### src/rtl/hard_mem_1rw_byte_mask_d512_w64_arb_pkg.sv
// Shared types and width helpers for the byte-masked 1rw SRAM scheduler.
//   state_e     : scheduler phase (zero-fill, then serving requests)
//   mask_width  : byte-mask width for a given data width
//   idx_width   : width of a requester index, at least one bit
package hard_mem_arb_pkg;

    localparam int bits_per_byte_lp = 8;

    typedef enum logic {
        e_init  = 1'b0,
        e_ready = 1'b1
    } state_e;

    function automatic int mask_width(input int width);
        return width / bits_per_byte_lp;
    endfunction

    function automatic int idx_width(input int n);
        return (n > 1) ? $clog2(n) : 1;
    endfunction

endpackage

### src/rtl/hard_mem_1rw_byte_mask_d512_w64_arb_if.sv
// Requester-side bus of the scheduler: flattened per-requester request
// fields, one-hot ready, and registered read-response slots.
//   master : client side (drives requests and yumi)
//   slave  : scheduler side (drives ready and responses)
interface hard_mem_1rw_byte_mask_d512_w64_arb_if #(
    parameter int num_req_p = 2,
    parameter int width_p   = 64,
    parameter int els_p     = 512
);
    import hard_mem_arb_pkg::*;

    localparam int addr_w = $clog2(els_p);
    localparam int mask_w = mask_width(width_p);

    logic [num_req_p-1:0]         req_v_i;
    logic [num_req_p-1:0]         req_w_i;
    logic [num_req_p*addr_w-1:0]  req_addr_i;
    logic [num_req_p*width_p-1:0] req_data_i;
    logic [num_req_p*mask_w-1:0]  req_mask_i;
    logic [num_req_p-1:0]         req_ready_o;
    logic [num_req_p-1:0]         resp_v_o;
    logic [num_req_p*width_p-1:0] resp_data_o;
    logic [num_req_p-1:0]         resp_yumi_i;

    modport master (
        output req_v_i, req_w_i, req_addr_i, req_data_i, req_mask_i, resp_yumi_i,
        input  req_ready_o, resp_v_o, resp_data_o
    );

    modport slave (
        input  req_v_i, req_w_i, req_addr_i, req_data_i, req_mask_i, resp_yumi_i,
        output req_ready_o, resp_v_o, resp_data_o
    );

endinterface

### src/rtl/hard_mem_1rw_byte_mask_d512_w64_arb_rr_arb.sv
// Round-robin grant for the shared SRAM port.
//   i_clk, i_reset : clock, synchronous active-high reset
//   i_elig         : per-requester eligibility this cycle
//   o_grant        : one-hot grant (zero when nothing is eligible)
//   o_grant_idx    : index of the granted requester
// The pointer names the highest-priority requester and moves to just past
// the winner on every grant.
module hard_mem_rr_arb
    import hard_mem_arb_pkg::*;
#(
    parameter int   num_req_p = 2,
    localparam int  id_w      = idx_width(num_req_p)
) (
    input  logic                 i_clk,
    input  logic                 i_reset,
    input  logic [num_req_p-1:0] i_elig,
    output logic [num_req_p-1:0] o_grant,
    output logic [id_w-1:0]      o_grant_idx
);

    logic [id_w-1:0] r_ptr;
    logic [id_w-1:0] w_cand;
    logic            w_found;

    always_comb begin
        o_grant     = '0;
        o_grant_idx = '0;
        w_found     = 1'b0;
        w_cand      = '0;
        for (int k = 0; k < num_req_p; k++) begin
            w_cand = id_w'((int'(r_ptr) + k) % num_req_p);
            if (!w_found && i_elig[w_cand]) begin
                w_found         = 1'b1;
                o_grant[w_cand] = 1'b1;
                o_grant_idx     = w_cand;
            end
        end
    end

    always_ff @(posedge i_clk) begin
        if (i_reset) begin
            r_ptr <= '0;
        end else if (w_found) begin
            r_ptr <= (o_grant_idx == id_w'(num_req_p - 1)) ? '0 : o_grant_idx + id_w'(1);
        end
    end

endmodule

### src/rtl/hard_mem_1rw_byte_mask_d512_w64_arb.sv
// Shares one 1rw byte-masked SRAM wrapper among num_req_p requesters.
//   clk_i, reset_i : clock, synchronous active-high reset
//   req_if         : requester bus (slave side)
//   mem_*_o        : access issued to the wrapper this cycle
//   mem_data_i     : wrapper read data, valid the cycle after a read issue
//   init_done_o    : high once the array has been zero-filled
//
// state   | meaning
// --------+-------------------------------------------------------------
// e_init  | writing zero to every entry, one per cycle; requests blocked
// e_ready | round-robin service, at most one access per cycle
module hard_mem_1rw_byte_mask_d512_w64_arb
    import hard_mem_arb_pkg::*;
#(
    parameter int  width_p       = 64,
    parameter int  els_p         = 512,
    parameter int  num_req_p     = 2,
    parameter bit  init_zero_p   = 1'b1,
    localparam int addr_width_lp = $clog2(els_p),
    localparam int mask_width_lp = mask_width(width_p)
) (
    input  logic                     clk_i,
    input  logic                     reset_i,
    hard_mem_1rw_byte_mask_d512_w64_arb_if.slave req_if,
    output logic                     mem_v_o,
    output logic                     mem_w_o,
    output logic [addr_width_lp-1:0] mem_addr_o,
    output logic [width_p-1:0]       mem_data_o,
    output logic [mask_width_lp-1:0] mem_mask_o,
    input  logic [width_p-1:0]       mem_data_i,
    output logic                     init_done_o
);

    localparam int id_w = idx_width(num_req_p);
    localparam logic [addr_width_lp-1:0] last_addr_lp = addr_width_lp'(els_p - 1);

    state_e                   r_state;
    logic [addr_width_lp-1:0] r_init_cnt;
    logic                     r_rd_pend;
    logic [id_w-1:0]          r_rd_id;
    logic [num_req_p-1:0]     r_resp_v;
    logic [width_p-1:0]       r_resp_data [num_req_p];
    logic                     r_init_done;

    logic [num_req_p-1:0]     w_busy;
    logic [num_req_p-1:0]     w_elig;
    logic [num_req_p-1:0]     w_grant;
    logic [id_w-1:0]          w_gidx;
    logic                     w_gnt_any;
    logic                     w_gnt_w;

    // A requester with a read in flight or an unconsumed response may not
    // issue another read; its writes are still accepted.
    always_comb begin
        w_busy = '0;
        for (int i = 0; i < num_req_p; i++) begin
            w_busy[i] = r_resp_v[i] | (r_rd_pend & (r_rd_id == id_w'(i)));
        end
    end

    assign w_elig = (r_state == e_ready && !reset_i)
                  ? (req_if.req_v_i & (req_if.req_w_i | ~w_busy)) : '0;

    hard_mem_rr_arb #(.num_req_p(num_req_p)) u_rr_arb (
        .i_clk       (clk_i),
        .i_reset     (reset_i),
        .i_elig      (w_elig),
        .o_grant     (w_grant),
        .o_grant_idx (w_gidx)
    );

    assign w_gnt_any          = |w_grant;
    assign w_gnt_w            = req_if.req_w_i[w_gidx];
    assign req_if.req_ready_o = w_grant;
    assign req_if.resp_v_o    = r_resp_v;
    assign init_done_o        = r_init_done;

    for (genvar gi = 0; gi < num_req_p; gi++) begin : g_resp
        assign req_if.resp_data_o[gi*width_p +: width_p] = r_resp_data[gi];
    end

    always_comb begin
        mem_v_o    = 1'b0;
        mem_w_o    = 1'b0;
        mem_addr_o = '0;
        mem_data_o = '0;
        mem_mask_o = '0;
        if (!reset_i && r_state == e_init) begin
            mem_v_o    = 1'b1;
            mem_w_o    = 1'b1;
            mem_addr_o = r_init_cnt;
            mem_mask_o = '1;
        end else if (w_gnt_any) begin
            mem_v_o    = 1'b1;
            mem_w_o    = w_gnt_w;
            mem_addr_o = req_if.req_addr_i[w_gidx*addr_width_lp +: addr_width_lp];
            mem_data_o = req_if.req_data_i[w_gidx*width_p +: width_p];
            mem_mask_o = req_if.req_mask_i[w_gidx*mask_width_lp +: mask_width_lp];
        end
    end

    always_ff @(posedge clk_i) begin
        if (reset_i) begin
            r_state     <= init_zero_p ? e_init : e_ready;
            r_init_cnt  <= '0;
            r_rd_pend   <= 1'b0;
            r_rd_id     <= '0;
            r_resp_v    <= '0;
            r_init_done <= 1'b0;
        end else begin
            if (r_state == e_init) begin
                r_init_cnt <= r_init_cnt + addr_width_lp'(1);
                if (r_init_cnt == last_addr_lp) begin
                    r_state <= e_ready;
                end
            end
            r_init_done <= (r_state == e_ready) ||
                           (r_state == e_init && r_init_cnt == last_addr_lp);
            r_rd_pend <= w_gnt_any & ~w_gnt_w;
            if (w_gnt_any && !w_gnt_w) begin
                r_rd_id <= w_gidx;
            end
            // Capture and yumi never hit the same slot: a slot with a
            // pending read cannot be holding a response.
            for (int i = 0; i < num_req_p; i++) begin
                if (r_rd_pend && r_rd_id == id_w'(i)) begin
                    r_resp_v[i] <= 1'b1;
                end else if (req_if.resp_yumi_i[i]) begin
                    r_resp_v[i] <= 1'b0;
                end
            end
        end
    end

    always_ff @(posedge clk_i) begin
        for (int i = 0; i < num_req_p; i++) begin
            if (!reset_i && r_rd_pend && r_rd_id == id_w'(i)) begin
                r_resp_data[i] <= mem_data_i;
            end
        end
    end

    a_yumi_legal: assert property (@(posedge clk_i) disable iff (reset_i)
        (req_if.resp_yumi_i & ~r_resp_v) == '0);

endmodule

### src/flat_wrapper.sv
// flat-port wrapper written by rule: the top's interface ports become plain ports
module hard_mem_1rw_byte_mask_d512_w64_arb_flat import hard_mem_arb_pkg::*;
#(
    parameter int  width_p       = 64,
    parameter int  els_p         = 512,
    parameter int  num_req_p     = 2,
    parameter bit  init_zero_p   = 1'b1,
    localparam int addr_width_lp = $clog2(els_p),
    localparam int mask_width_lp = mask_width(width_p)
)
  (clk_i, reset_i, mem_v_o, mem_w_o, mem_addr_o, mem_data_o, mem_mask_o, mem_data_i, init_done_o, req_if_req_v_i, req_if_req_w_i, req_if_req_addr_i, req_if_req_data_i, req_if_req_mask_i, req_if_resp_yumi_i, req_if_req_ready_o, req_if_resp_v_o, req_if_resp_data_o);
  hard_mem_1rw_byte_mask_d512_w64_arb_if #(.num_req_p(num_req_p), .width_p(width_p), .els_p(els_p)) req_if_i ();
  input  logic clk_i;
  input  logic reset_i;
  output logic mem_v_o;
  output logic mem_w_o;
  output logic [addr_width_lp-1:0] mem_addr_o;
  output logic [width_p-1:0] mem_data_o;
  output logic [mask_width_lp-1:0] mem_mask_o;
  input  logic [width_p-1:0] mem_data_i;
  output logic init_done_o;
  input wire logic [$bits(req_if_i.req_v_i)-1:0] req_if_req_v_i;
  input wire logic [$bits(req_if_i.req_w_i)-1:0] req_if_req_w_i;
  input wire logic [$bits(req_if_i.req_addr_i)-1:0] req_if_req_addr_i;
  input wire logic [$bits(req_if_i.req_data_i)-1:0] req_if_req_data_i;
  input wire logic [$bits(req_if_i.req_mask_i)-1:0] req_if_req_mask_i;
  input wire logic [$bits(req_if_i.resp_yumi_i)-1:0] req_if_resp_yumi_i;
  output wire logic [$bits(req_if_i.req_ready_o)-1:0] req_if_req_ready_o;
  output wire logic [$bits(req_if_i.resp_v_o)-1:0] req_if_resp_v_o;
  output wire logic [$bits(req_if_i.resp_data_o)-1:0] req_if_resp_data_o;
  assign req_if_i.req_v_i = req_if_req_v_i;
  assign req_if_i.req_w_i = req_if_req_w_i;
  assign req_if_i.req_addr_i = req_if_req_addr_i;
  assign req_if_i.req_data_i = req_if_req_data_i;
  assign req_if_i.req_mask_i = req_if_req_mask_i;
  assign req_if_i.resp_yumi_i = req_if_resp_yumi_i;
  assign req_if_req_ready_o = req_if_i.req_ready_o;
  assign req_if_resp_v_o = req_if_i.resp_v_o;
  assign req_if_resp_data_o = req_if_i.resp_data_o;
  hard_mem_1rw_byte_mask_d512_w64_arb #(.width_p(width_p), .els_p(els_p), .num_req_p(num_req_p), .init_zero_p(init_zero_p)) u_core (.clk_i(clk_i), .reset_i(reset_i), .req_if(req_if_i), .mem_v_o(mem_v_o), .mem_w_o(mem_w_o), .mem_addr_o(mem_addr_o), .mem_data_o(mem_data_o), .mem_mask_o(mem_mask_o), .mem_data_i(mem_data_i), .init_done_o(init_done_o));
endmodule
### config.mk
export PLATFORM = sky130hd
export DESIGN_NAME = hard_mem_1rw_byte_mask_d512_w64_arb_flat
export DESIGN_NICKNAME = d
export VERILOG_FILES = /design/src/rtl/hard_mem_1rw_byte_mask_d512_w64_arb_pkg.sv /design/src/rtl/hard_mem_1rw_byte_mask_d512_w64_arb_if.sv /design/src/rtl/hard_mem_1rw_byte_mask_d512_w64_arb_rr_arb.sv /design/src/rtl/hard_mem_1rw_byte_mask_d512_w64_arb.sv /design/src/flat_wrapper.sv
export SDC_FILE = /design/constraint.sdc
export NUM_CORES = 1
export LEC_CHECK = 0
export ABC_AREA = 0
export CORE_AREA = 8 8 166 168
export DETAILED_ROUTE_END_ITERATION = 10
export DIE_AREA = 0 0 174 176
export PLACE_DENSITY_LB_ADDON = 0.15
export SLEW_MARGIN = 20
export SYNTH_ARGS = -nofsm -noshare
export SYNTH_HDL_FRONTEND = slang
export SYNTH_SLANG_ARGS = --single-unit
### constraint.sdc
create_clock -name clk_i -period 6.3 [get_ports clk_i]
set_input_delay 1.26 -clock clk_i [delete_from_list [all_inputs] [get_ports clk_i]]
set_output_delay 1.26 -clock clk_i [all_outputs]
set_load 0.05 [all_outputs]
======== Word level (Yosys, flattened, before mapping) ========
Memory sizes are Yosys's and may differ from the RTL's.
Index checks and enable logic that the tools add are counted.
cells by class
  bitwise operators ....................... 12
  shift operators ......................... 3
  multipliers ............................. 1
  add/subtract/negate cells ............... 3
  magnitude comparators ................... 5
  reductions and logical operators ........ 20
  multiplexer cells ....................... 41
  eq/ne operators ......................... 1
operators by type and width
  cell                                                                  count
  64-bit 2-to-1 mux                                                     3
  128-bit by 8-bit variable part select with 64-bit output              1
  64-bit OR reduction                                                   1
  1-bit 2-to-1 mux                                                      29
  9-bit 2-to-1 mux                                                      2
  18-bit by 6-bit variable part select with 9-bit output                1
  8-bit 2-to-1 mux                                                      2
  16-bit by 5-bit variable part select with 8-bit output                1
  1-bit logical AND                                                     12
  9-bit by 1-bit adder with 9-bit output, second input constant         1
  9-bit == test, second input constant                                  1
  1-bit by 2-bit < comparator with 1-bit output, second input constant  3
  2-bit 2-to-1 mux                                                      3
  1-bit by 4-bit multiplier with 5-bit output, second input constant    1
  2-bit bitwise OR                                                      2
  2-bit nonzero test                                                    2
  1-bit bitwise AND                                                     3
  1-bit zero test                                                       3
  1-bit inverter                                                        3
  1-bit adder, second input constant                                    2
  2-bit bitwise AND                                                     1
  1-bit demux with 1-bit select                                         2
  1-bit greater-or-equal comparator, second input constant              2
  2-bit inverter                                                        1
  3 further kinds                                                       4
word-level totals
  input port bits ......................... 234
  word-level logic and storage cells ...... 95
  output and inout bits ................... 216
  RAM bits ................................ 128
  bits in registers ....................... 16
  memories kept ........................... 1
memories
  name                depth  bits a word  read ports  clocked after Yosys merged registers in  write ports  RTL line                                   RTL
  u_core.r_resp_data  2      64           2           0                                        1            hard_mem_1rw_byte_mask_d512_w64_arb.sv:42  logic [width_p-1:0] r_resp_data [num_req_p];

======== Longest topological paths before layout ========
Gate-level depths: netlist (run 1).
  word-level depth ........................ 17
  gate-level depth with buffers ........... 8
  mapped depth without buffers ............ 6

======== By module ========
From an unflattened synthesis (run 1), not the netlist that was laid out.
unflattened totals
  cells, all modules ...................... 400
  area, all modules ....................... 5901.9 um2
modules (own cells, without submodules)
  module                               times used  seq. area each (um2)  cells an instance  area each (um2)
  hard_mem_1rw_byte_mask_d512_w64_arb  1           4124.0                393                5830.6
  hard_mem_rr_arb                      1           20.0                  7                  71.3

======== Worst setup path before layout (run 1) ========
OpenSTA, ideal clock, no wires.
  path kind ............................... input to register
  from .................................... input port reset_i
  to ...................................... memory u_core.r_resp_data[0][0], enable pin
  data required time ...................... 5.814 ns
  library setup time ...................... 0.486 ns
  stages .................................. 3
  path slack .............................. 1.502 ns
  data arrival time ....................... 4.312 ns
  buffers on the path ..................... 2
  cell sequence ........................... buf_4 > clkbuf_1 > nor2_1
on the way
  longest elaborated chain between the ends .. 7
  elaborated cells on any way between the ends .. 11
  those cells by class .................... mux: 6; reduce/logical: 5
ends and longest elaborated chain
  what                                    RTL line                                    RTL
  start, declared                         flat_wrapper.sv:14                          input logic reset_i;
  1-bit zero test *                       hard_mem_1rw_byte_mask_d512_w64_arb.sv:137  if (!reset_i && r_rd_pend && r_rd_id == id_w'(i)) begin
  1-bit logical AND *                     hard_mem_1rw_byte_mask_d512_w64_arb.sv:137
  1-bit logical AND                       hard_mem_1rw_byte_mask_d512_w64_arb.sv:137
  1-bit 2-to-1 mux                        hard_mem_1rw_byte_mask_d512_w64_arb.sv:137
  1-bit 2-to-1 mux (implied by the code)  hard_mem_1rw_byte_mask_d512_w64_arb.sv:138  r_resp_data[i] <= mem_data_i;
  64-bit OR reduction (no line)           --
  1-bit 2-to-1 mux (no line)              --
  end, declared                           hard_mem_1rw_byte_mask_d512_w64_arb.sv:42
Mark *: on every way between the ends. The rest lies on a longest branch, timed or not.

======== Worst setup path in the final report (run 1) ========
  from .................................... input port req_if_req_v_i[0]
  to ...................................... output port mem_mask_o[7]
on the way
  longest elaborated chain between the ends .. 11
  elaborated cells on any way between the ends .. 18
  those cells by class .................... shift: 1; mux: 12; bitwise: 2; reduce/logical: 3
ends and longest elaborated chain
  what                                                                                          RTL line                                                                              RTL
  start, declared                                                                               flat_wrapper.sv:22                                                                    input wire logic [$bits(req_if_i.req_v_i)-1:0] req_if_req_v_i;
  2-bit bitwise AND *                                                                           hard_mem_1rw_byte_mask_d512_w64_arb.sv:62                                             ? (req_if.req_v_i & (req_if.req_w_i | ~w_busy)) : '0;
  2-bit 2-to-1 mux *                                                                            hard_mem_1rw_byte_mask_d512_w64_arb.sv:62
  1-bit 2-to-1 mux (implied by the code) (2 in series)                                          hard_mem_1rw_byte_mask_d512_w64_arb_rr_arb.sv:32                                      if (!w_found && i_elig[w_cand]) begin
  1-bit 2-to-1 mux                                                                              hard_mem_1rw_byte_mask_d512_w64_arb_rr_arb.sv:32
  1-bit zero test                                                                               hard_mem_1rw_byte_mask_d512_w64_arb_rr_arb.sv:32
  1-bit logical AND                                                                             hard_mem_1rw_byte_mask_d512_w64_arb_rr_arb.sv:32
  1-bit 2-to-1 mux or 2-bit 2-to-1 mux (tied branches)                                          hard_mem_1rw_byte_mask_d512_w64_arb_rr_arb.sv:32
  16-bit by 5-bit variable part select with 8-bit output or 2-bit OR reduction (tied branches)  hard_mem_1rw_byte_mask_d512_w64_arb.sv:98, hard_mem_1rw_byte_mask_d512_w64_arb.sv:72
  8-bit 2-to-1 mux *                                                                            hard_mem_1rw_byte_mask_d512_w64_arb.sv:93                                             end else if (w_gnt_any) begin
  8-bit 2-to-1 mux *                                                                            hard_mem_1rw_byte_mask_d512_w64_arb.sv:88                                             if (!reset_i && r_state == e_init) begin
  end, declared                                                                                 flat_wrapper.sv:19                                                                    output logic [mask_width_lp-1:0] mem_mask_o;
Mark *: on every way between the ends. The rest lies on a longest branch, timed or not. The select of a mux whose other input is x is not followed.

==> out/results.tsv, run 1 <==
metric	value	unit
cap_viol_max_count	0	
outcome	complete, no violations	
grt_overflow	0	
grt_pass1_wl	37100	um
detail_route.wl_per_cell	20.6	um
ys_top_cells_by_count	sky130_fd_sc_hd__nand2_1 (143), sky130_fd_sc_hd__edfxtp_1 (128), sky130_fd_sc_hd__a21oi_1 (68)	
synth-warning-count	0	
min_from	u_core.req_if.resp_v_o[1]	
vias	5365	
top_signal_layer_used	met5	
drt_pass1_iterations	5	
max_slew.worst_pin.slew	1.02	ns
ctsHtreeMaxLevel	4	
antenna_found_initial	6	
synth-edff-count	128	
cts_root_buffer	sky130_fd_sc_hd__clkbuf_16	
power-per-cell-area	201	mW/mm2
top_level_ports	450	
r2r-start	u_core.r_rd_pend	
detailedPlacementHpwl	20700	um
dominant_synthesized_flop_cell	sky130_fd_sc_hd__edfxtp_1	
route.met2.wl	13500	um
cts_sinks	143	
cts.hold.buffers_added	0	
met3_wirelength	3390	um
syn-mean-instance-area	12.4	um2
post_route_cells_drive_above_1_share	13.4	%
finalWeightedCongestion	0.813	
post-layout-total-power	2.21	mW
final_max_slew_viol_count	0	
clk_transition_reported_paths	0.06	ns
max-clock-path-buffers	2	
std_cell_rows	58	
synthesis.area	0.00588	mm2
clk_latency	0.42	ns
synth_area_leaders	sky130_fd_sc_hd__edfxtp_1 (65%), sky130_fd_sc_hd__nand2_1 (9.1%), sky130_fd_sc_hd__a21oi_1 (5.8%), sky130_fd_sc_hd__dfxtp_1 (5.1%), sky130_fd_sc_hd__buf_6 (1.9%)	
relSlewSlack	32.1	%
vias_in_the_first_global_route	5599	
synth_nets	709	
yosys.area.top_type	sky130_fd_sc_hd__edfxtp_1	
grt.total_usage	16.3	%
timing.final.crit_period	5.30	ns
io_buffer_count	449	
required_worst_endpoint	5.04	ns
drtIter0Drc	219	
ant_nets	0	
crit_arrival	4.04	ns
synthCells	473	
die_h	176	um
fin_worst_skew	0.00979	ns
setup_repair_after_global_routing_missed_its_margin	no	
worst_hold_path_type	reg2reg	
synth.ff_latch_count	143	
cts_setup_buffers	0	
asyncSetResetFlopFracSynth	0	%
design.core.area	0.0248	mm2
setup_crit_path_kind	in2out	
cp-end-kind	output pin	
setup_viol	0	
die-width	174	um
max_freq	189	MHz
min_period_over_period	84.2	%
nNetsFinal	1154	
irDropWorstVdd	196	uV
detail_route.drc_violations	0	
drt-vias-per-instance	4.24	
dieArea	0.0306	mm2
regToRegSetupSlack	4.03	ns
setup_crit_start_kind	primary input	
reg2regPathDepth	3	
worst_setup_path_startpoint	req_if_req_v_i[0]	
synth.yosys.seq_area_share	70.5	%
wirelength	26000	um
final-hold-violation-count	0	
detail_route.wirelength.met1	8520	um
fin_setup_tns	0	ns
cts_buffers	17	
grt_start_max_net_pins	65	
synth.most_common_cell	sky130_fd_sc_hd__nand2_1	
worstPathMaxFanout	38	
area.growth.synth_to_final	87.5	%
post-synth-top-area-fraction	65.4	%
tritoncts_clock_tree	yes	
leakagePower	4.16	nW
cts_resized	0	
initial_core_utilization	23.7	%
holdPathStages	2	
synth.distinct_cells	34	
[power breakdown]
part	internal, mW	switching [mW]
Combinational	0.142	0.0588
Clock	0.558	0.415
Sequential	1.03	0.00211
Total	1.73	0.476
[path summary, 6_finish.rpt]
check | to
hold / removal | u_core.req_if.resp_v_o[1]
setup reg to reg | u_core.r_resp_data[0][97]
setup / recovery | mem_mask_o[7]
hold reg to reg | u_core.req_if.resp_v_o[1]
[area by class of cell]
cell class	count	area (um2)
tap	330	413
timing repair buffer	455	4360
sequential	143	4140
clock inverter	14	146
fill	2387	13800
inverter	2	10.0
clock buffer	18	429
multi-input combinational	299	1510
antenna	4	10.0
[metal layers]
metal / vias to the layer above / track usage [%]
met2: 290 / 28.7
li1: 2568 / -
met3: 34 / 10.1
met4: 4 / 6.77
met5: - / 0
met1: 2469 / 15.0
[metrics by stage]
step / hold slack, ns / setup slack (ns) / util (%) / cells / area (um2)
2_1_floorplan: 0.486 / 1.50 / - / 473 / 5880
3_3_place_gp: 0.486 / 0.987 / 42.0 / 1229 / 10400
3_5_place_dp: 0.488 / 0.976 / 42.0 / 1229 / 10400
4_1_cts: 0.501 / 0.968 / 44.4 / 1261 / 11000
5_1_grt: 0.529 / 0.780 / 44.4 / 1265 / 11000
6_report: 0.499 / 0.996 / 44.4 / 1265 / 11000
[worst max-delay path, stage by stage]
cell                              delay, ns
sky130_fd_sc_hd__clkdlybuf4s50_1       0.51
sky130_fd_sc_hd__nor2b_4               0.17
sky130_fd_sc_hd__a22oi_2               0.08
sky130_fd_sc_hd__o211ai_4              0.70
sky130_fd_sc_hd__inv_4                 0.35
sky130_fd_sc_hd__nand2_1               0.16
sky130_fd_sc_hd__nand3_1               0.09
sky130_fd_sc_hd__clkdlybuf4s50_1       0.71
[flip-flops by register name, summed over array words and instances, names as in the netlist]
register / cells
u_core.r_resp_data: 128
u_core.init_done_o: 1
u_core.u_rr_arb.r_ptr: 1
u_core.req_if.resp_v_o: 2
u_core.r_rd_pend: 1
u_core.r_init_cnt: 9
u_core.r_rd_id: 1
[placed cells by master (no fill, tap or decap), drive strengths merged, types with 2 or more instances in the layout]
cell type,n
a21o,9
a21oi,68
a22o,10
a22oi,2
buf,83
clkbuf,18
clkdlybuf4s50,372
clkinv,4
dfxtp,15
diode,4
edfxtp,128
ha,2
inv,10
mux2i,3
nand2,143
nand2b,4
nand3,19
nor2,19
nor2b,3
o21ai,4
xor2,6
[logic make-up (layout without fill, tap and decap cells)]
| group | after synthesis | after routing | synth area share, % |
|---|---|---|---|
| compound gates | 95 | 95 | 9.92 |
| xor+xnor | 7 | 7 | 1.04 |
| fa+ha+maj | 2 | 2 | 0.426 |
| buf+inv | 31 | 489 | 4.09 |
| flops | 143 | 143 | 70.5 |
| mux | 3 | 3 | 0.511 |
| other cells | 0 | 4 | 0 |
| simple gates | 192 | 192 | 13.5 |
Note: power is estimated with default switching activity, not from simulation.
==> run 2: changes to the inputs <==
--- a/config.mk
+++ b/config.mk
@@ -6,9 +6,9 @@
 export NUM_CORES = 1
 export LEC_CHECK = 0
 export ABC_AREA = 0
-export CORE_AREA = 8 8 166 168
+export CORE_AREA = 8 8 169 171
 export DETAILED_ROUTE_END_ITERATION = 10
-export DIE_AREA = 0 0 174 176
+export DIE_AREA = 0 0 177 179
 export PLACE_DENSITY_LB_ADDON = 0.15
 export SLEW_MARGIN = 20
 export SYNTH_ARGS = -nofsm -noshare
==> constraint.sdc (replaced) <==
create_clock -name clk_i -period 4.4 [get_ports clk_i]
set_input_delay 0.88 -clock clk_i [delete_from_list [all_inputs] [get_ports clk_i]]
set_output_delay 0.88 -clock clk_i [all_outputs]
set_load 0.05 [all_outputs]
==> out/results.tsv, run 2 (synthesized netlist as in run 1, its figures left out) <==
metric	value	unit	change
outcome	complete, no violations		
r2r-start	u_core.init_done_o		
grt.total_usage	16.9	%	+0.58 points
die-width	177	um	+1.7%
drt-vias-per-instance	4.28		+0.85%
max_freq	263	MHz	
timing.critical_path.slowest_cell_delay	0.52	ns	-0.19 ns
min_period_over_period	86.3	%	
leakagePower	4.45	nW	+6.8%
required_worst_endpoint	3.52	ns	-1.52 ns
power-per-cell-area	268	mW/mm2	+34%
clk_latency	0.42	ns	about the same
vias_in_the_first_global_route	5691		+1.6%
cts_resized	0		unchanged
timing.final.crit_period	3.80	ns	
clk_transition_reported_paths	0.06	ns	about the same
post-layout-total-power	3.25	mW	+47%
wirelength	28000	um	+7.6%
dieArea	0.0317	mm2	+3.5%
cts_buffers	17		unchanged
mostFrequentLayoutCell	sky130_fd_sc_hd__clkdlybuf4s50_1		
antenna_found_initial	5		-1
fin_worst_skew	0.00987	ns	+0.0000869 ns
area.growth.synth_to_final	106	%	
max_slew.worst_pin.slew	0.933	ns	-0.0838 ns
most-common-layout-cells	sky130_fd_sc_hd__clkdlybuf4s50_1 (364), sky130_fd_sc_hd__nand2_1 (143), sky130_fd_sc_hd__edfxtp_1 (128)		
worstPathCellList	clkdlybuf4s50_1 -> nor2b_4 -> a22oi_2 -> o211ai_4 -> buf_4 -> nand2_1 -> a21oi_1 -> buf_12		
grt_pass1_wl	38700	um	+4.3%
top_level_ports	450		unchanged
cts_root_buffer	sky130_fd_sc_hd__clkbuf_16		
design.core.area	0.0258	mm2	+3.8%
final_util	47.1	%	+2.7 points
largest_register	u_core.r_resp_data		
setup_crit_start_kind	primary input		
setup_viol	0		unchanged
grt_start_max_net_pins	65		unchanged
detail_route.wl_per_cell	22.0	um	+6.9%
detail_route.drc_violations	0		unchanged
placement.cell_area	0.0115	mm2	+10%
irDropWorstVdd	298	uV	+52%
std_cell_rows	59		+1.7%
post_route_cells_drive_above_1_share	14.7	%	+1.2 points
cts_sinks	143		unchanged
max-clock-path-buffers	2		unchanged
cts_setup_buffers	0		unchanged
multiInputGateArea	0.00151	mm2	unchanged
drtIter0Drc	215		-1.8%
detailedPlacementHpwl	22600	um	+9.2%
setup_crit_path_kind	in2out		
drt_pass1_iterations	4		-1
final-hold-violation-count	0		unchanged
worst_hold_path_type	reg2reg		
grt_overflow	0		unchanged
cts.hold.buffers_added	0		unchanged
finalWeightedCongestion	0.837		+3.0%
crit_slowest_cell	sky130_fd_sc_hd__clkdlybuf4s50_1		
vias	5445		+1.5%
cp-end-kind	output pin		
design_area	0.0121	mm2	+10%
crit_arrival	2.92	ns	-1.12 ns
initial_core_utilization	22.8	%	-0.87 points
die_h	179	um	+1.7%
relSlewSlack	37.8	%	+5.7 points
ant_nets	0		unchanged
largest_reg_flops	128		unchanged
io_buffer_count	449		unchanged
worst_setup_path_startpoint	req_if_req_v_i[0]		
nNetsFinal	1157		+0.26%
cap_viol_max_count	0		unchanged
ctsHtreeMaxLevel	4		unchanged
worstPathMaxFanout	38		unchanged
fin_setup_tns	0	ns	unchanged
final.fill_count	2346		-1.7%
min_from	u_core.req_if.resp_v_o[1]		
final_max_slew_viol_count	0		unchanged
tritoncts_clock_tree	yes		
setup_repair_after_global_routing_missed_its_margin	no		
area.sequential	0.00414	mm2	unchanged
-- run 2: per-layer routing --
layer | vias to the layer above | wire length, um | GRT usage, %
met5 | - | 13 | 0
met4 | 2 | 480 | 6.65
met3 | 24 | 3680 | 9.08
met2 | 292 | 14400 | 29.7
met1 | 2549 | 9440 | 16.4
li1 | 2578 | - | -
-- run 2: power by group --
part / switching (mW) / internal [mW]
combinational: 0.0934 / 0.217
clock: 0.602 / 0.855
sequential: 0.00340 / 1.48
-- run 2: layout make-up --
type	instances	area share (%)
diodes	4	0.0825
clock buffers	17	3.51
clock inverters	15	1.43
inverters	2	0.0825
multi-input cells	299	12.4
flip-flops and latches	143	34.2
well taps	335	3.46
repair buffers	458	44.8
-- run 2: path summary, 6_finish.rpt --
path | to | slack (ns) | depth (start not counted)
worst max-delay path | mem_data_o[52] | 0.60 | 8
worst min register to register | u_core.req_if.resp_v_o[1] | 0.50 | 2
worst max register to register | u_core.r_rd_pend | 2.63 | 5
worst min-delay path | u_core.req_if.resp_v_o[1] | 0.50 | 2
-- run 2: worst max-delay path, delay by kind of cell --
family | cells | cell delay [ns]
AO/OA/AOI/OAI | 3 | 0.61
AND/OR/NAND/NOR | 2 | 0.28
buffers and inverters | 3 | 1.12
-- run 2: per-stage QoR --
step	worst slack, ns	hold WS (ns)	std cells
after floorplan	-0.0183	0.486	473
after global placement	0.616	0.505	1237
after detailed placement	0.594	0.495	1237
after CTS	0.598	0.504	1269
after global routing	0.462	0.510	1273
final	0.602	0.502	1273
==> run 3: changes to the inputs <==
--- a/config.mk
+++ b/config.mk
@@ -6,9 +6,9 @@
 export NUM_CORES = 1
 export LEC_CHECK = 0
 export ABC_AREA = 0
-export CORE_AREA = 8 8 169 171
+export CORE_AREA = 2 2 173 175
 export DETAILED_ROUTE_END_ITERATION = 10
-export DIE_AREA = 0 0 177 179
+export DIE_AREA = 0 0 175 177
 export PLACE_DENSITY_LB_ADDON = 0.15
 export SLEW_MARGIN = 20
 export SYNTH_ARGS = -nofsm -noshare
==> out/results.tsv, run 3 (synthesized netlist as in run 1, its figures left out) <==
metric	value	unit	change
outcome	complete, no violations		
leakagePower	4.44	nW	about the same
die_h	177	um	-1.1%
power-per-cell-area	264	mW/mm2	-1.4%
cap_viol_max_count	0		unchanged
required_worst_endpoint	3.52	ns	about the same
holdPathStages	2		unchanged
dieArea	0.0310	mm2	-2.2%
drt_pass1_iterations	6		+2
top_level_ports	450		unchanged
multiInputGateArea	0.00151	mm2	unchanged
setup_crit_path_kind	in2out		
crit_arrival	2.96	ns	+0.04 ns
crit_slowest_cell	sky130_fd_sc_hd__clkdlybuf4s50_1		
timing.critical_path.slowest_cell_delay	0.52	ns	about the same
std_cell_rows	63		+6.8%
grt_pass1_wl	35100	um	-9.2%
fin_worst_hold_slack	0.491	ns	-0.0111 ns
wirelength	24400	um	-13%
die-width	175	um	-1.1%
clk_transition_reported_paths	0.06	ns	about the same
cp_top_family	buffers and inverters		
drt-vias-per-instance	4.01		-6.2%
largest_register	u_core.r_resp_data		
irDropWorstVdd	385	uV	+29%
clk_latency	0.43	ns	about the same
tritoncts_clock_tree	yes		
grt_start_max_net_pins	65		unchanged
final.fill_count	2785		+19%
reg2regPathDepth	6		+1
most-common-layout-cells	sky130_fd_sc_hd__clkdlybuf4s50_1 (364), sky130_fd_sc_hd__nand2_1 (143), sky130_fd_sc_hd__edfxtp_1 (128)		
cts_root_buffer	sky130_fd_sc_hd__clkbuf_16		
fin_worst_skew	0.0153	ns	+0.00539 ns
cts_buffers	17		unchanged
min_period_over_period	87.2	%	+0.86 points
max-clock-path-buffers	2		unchanged
worstPathCellList	clkdlybuf4s50_1 -> nor2b_4 -> a22oi_2 -> o211ai_4 -> inv_4 -> nor2_2 -> a21o_1 -> buf_12		
detail_route.wl_per_cell	18.4	um	-16%
vias	5311		-2.5%
worstPathMaxFanout	13		-66%
grt_overflow	0		unchanged
ctsHtreeMaxLevel	4		unchanged
detailedPlacementHpwl	19100	um	-16%
final-hold-violation-count	0		unchanged
antenna_found_initial	3		-2
drtIter0Drc	189		-12%
cp-end-kind	output pin		
critical_path_depth	8		unchanged
cts_setup_buffers	0		unchanged
grt.total_usage	15.4	%	-1.5 points
max_freq	261	MHz	-0.98%
design.core.area	0.0292	mm2	+14%
timing.final.crit_period	3.84	ns	+0.0377 ns
post_route_cells_drive_above_1_share	14.5	%	-0.20 points
post-layout-total-power	3.22	mW	-0.96%
nNetsFinal	1157		unchanged
io_buffer_count	449		unchanged
mostFrequentLayoutCell	sky130_fd_sc_hd__clkdlybuf4s50_1		
setup_crit_start_kind	primary input		
area.growth.synth_to_final	107	%	
area.sequential	0.00414	mm2	unchanged
setup_repair_after_global_routing_missed_its_margin	no		
cp.buffers_inverters	3		unchanged
cts_sinks	143		unchanged
final_max_slew_viol_count	0		unchanged
setup_viol	0		unchanged
detail_route.drc_violations	0		unchanged
cts.hold.buffers_added	0		unchanged
worst_hold_path_type	reg2reg		
vias_in_the_first_global_route	5604		-1.5%
ant_nets	0		unchanged
max_slew.worst_pin.slew	0.926	ns	-0.00667 ns
relSlewSlack	38.3	%	+0.44 points
cts_resized	0		unchanged
initial_core_utilization	20.1	%	-2.7 points
largest_reg_flops	128		unchanged
finalWeightedCongestion	0.866		+3.5%
## run 3: cell count changes in the layout (fill, tap and decap cells not counted), sizes merged
cell,previous run,this run
clkinvlp,2,3
clkinv,3,7
inv,10,3
diode,4,1
bufinv,2,3
## run 3: path summary, 6_finish.rpt
path                                   from                   endpoint  slack [ns]
hold / removal    u_core.req_if.resp_v_o[1]  u_core.req_if.resp_v_o[1]        0.49
setup reg to reg             u_core.r_rd_id             u_core.r_rd_id        2.60
setup / recovery          req_if_req_v_i[0]              mem_addr_o[3]        0.56
hold reg to reg   u_core.req_if.resp_v_o[1]  u_core.req_if.resp_v_o[1]        0.49
## run 3: area by class of cell
cell class / count / area share (%)
Multi-Input combinational cell: 299 / 12.4
Timing Repair Buffer: 458 / 44.6
Tap cell: 390 / 4.01
Antenna cell: 1 / 0.0205
Clock buffer: 17 / 3.49
Inverter: 2 / 0.0822
Sequential cell: 143 / 34.0
Clock inverter: 14 / 1.39
## run 3: metal layers
layer / up-vias / part of all wire, % / track usage [%]
met1: 2426 / 35 / 15.4
met2: 282 / 51 / 27.6
met5: - / 0.11 / 0
met4: 4 / 2.2 / 5.59
li1: 2569 / - / -
met3: 30 / 12 / 7.67
## run 3: metrics by stage
| step | utilization [%] | setup TNS [ns] | cell area (um2) | std cells | setup slack, ns |
|---|---|---|---|---|---|
| after floorplan | - | -2.31 | 5880 | 473 | -0.0183 |
| after global placement | 39.6 | 0 | 11600 | 1292 | 0.606 |
| after detailed placement | 39.6 | 0 | 11600 | 1292 | 0.569 |
| after CTS | 41.7 | 0 | 12200 | 1323 | 0.568 |
| after global routing | 41.7 | 0 | 12200 | 1324 | 0.468 |
| final | 41.7 | 0 | 12200 | 1324 | 0.564 |
## run 3: where the power goes
part	internal (mW)	switching [mW]
Combinational	0.218	0.0915
Clock	0.886	0.541
Sequential	1.48	0.00314
Total	2.58	0.636
## run 3: worst min-delay path, stage by stage, from the launching register on
cell                       delay (ns)
sky130_fd_sc_hd__dfxtp_1         0.32
sky130_fd_sc_hd__nand2b_1        0.07
sky130_fd_sc_hd__a21oi_1         0.05
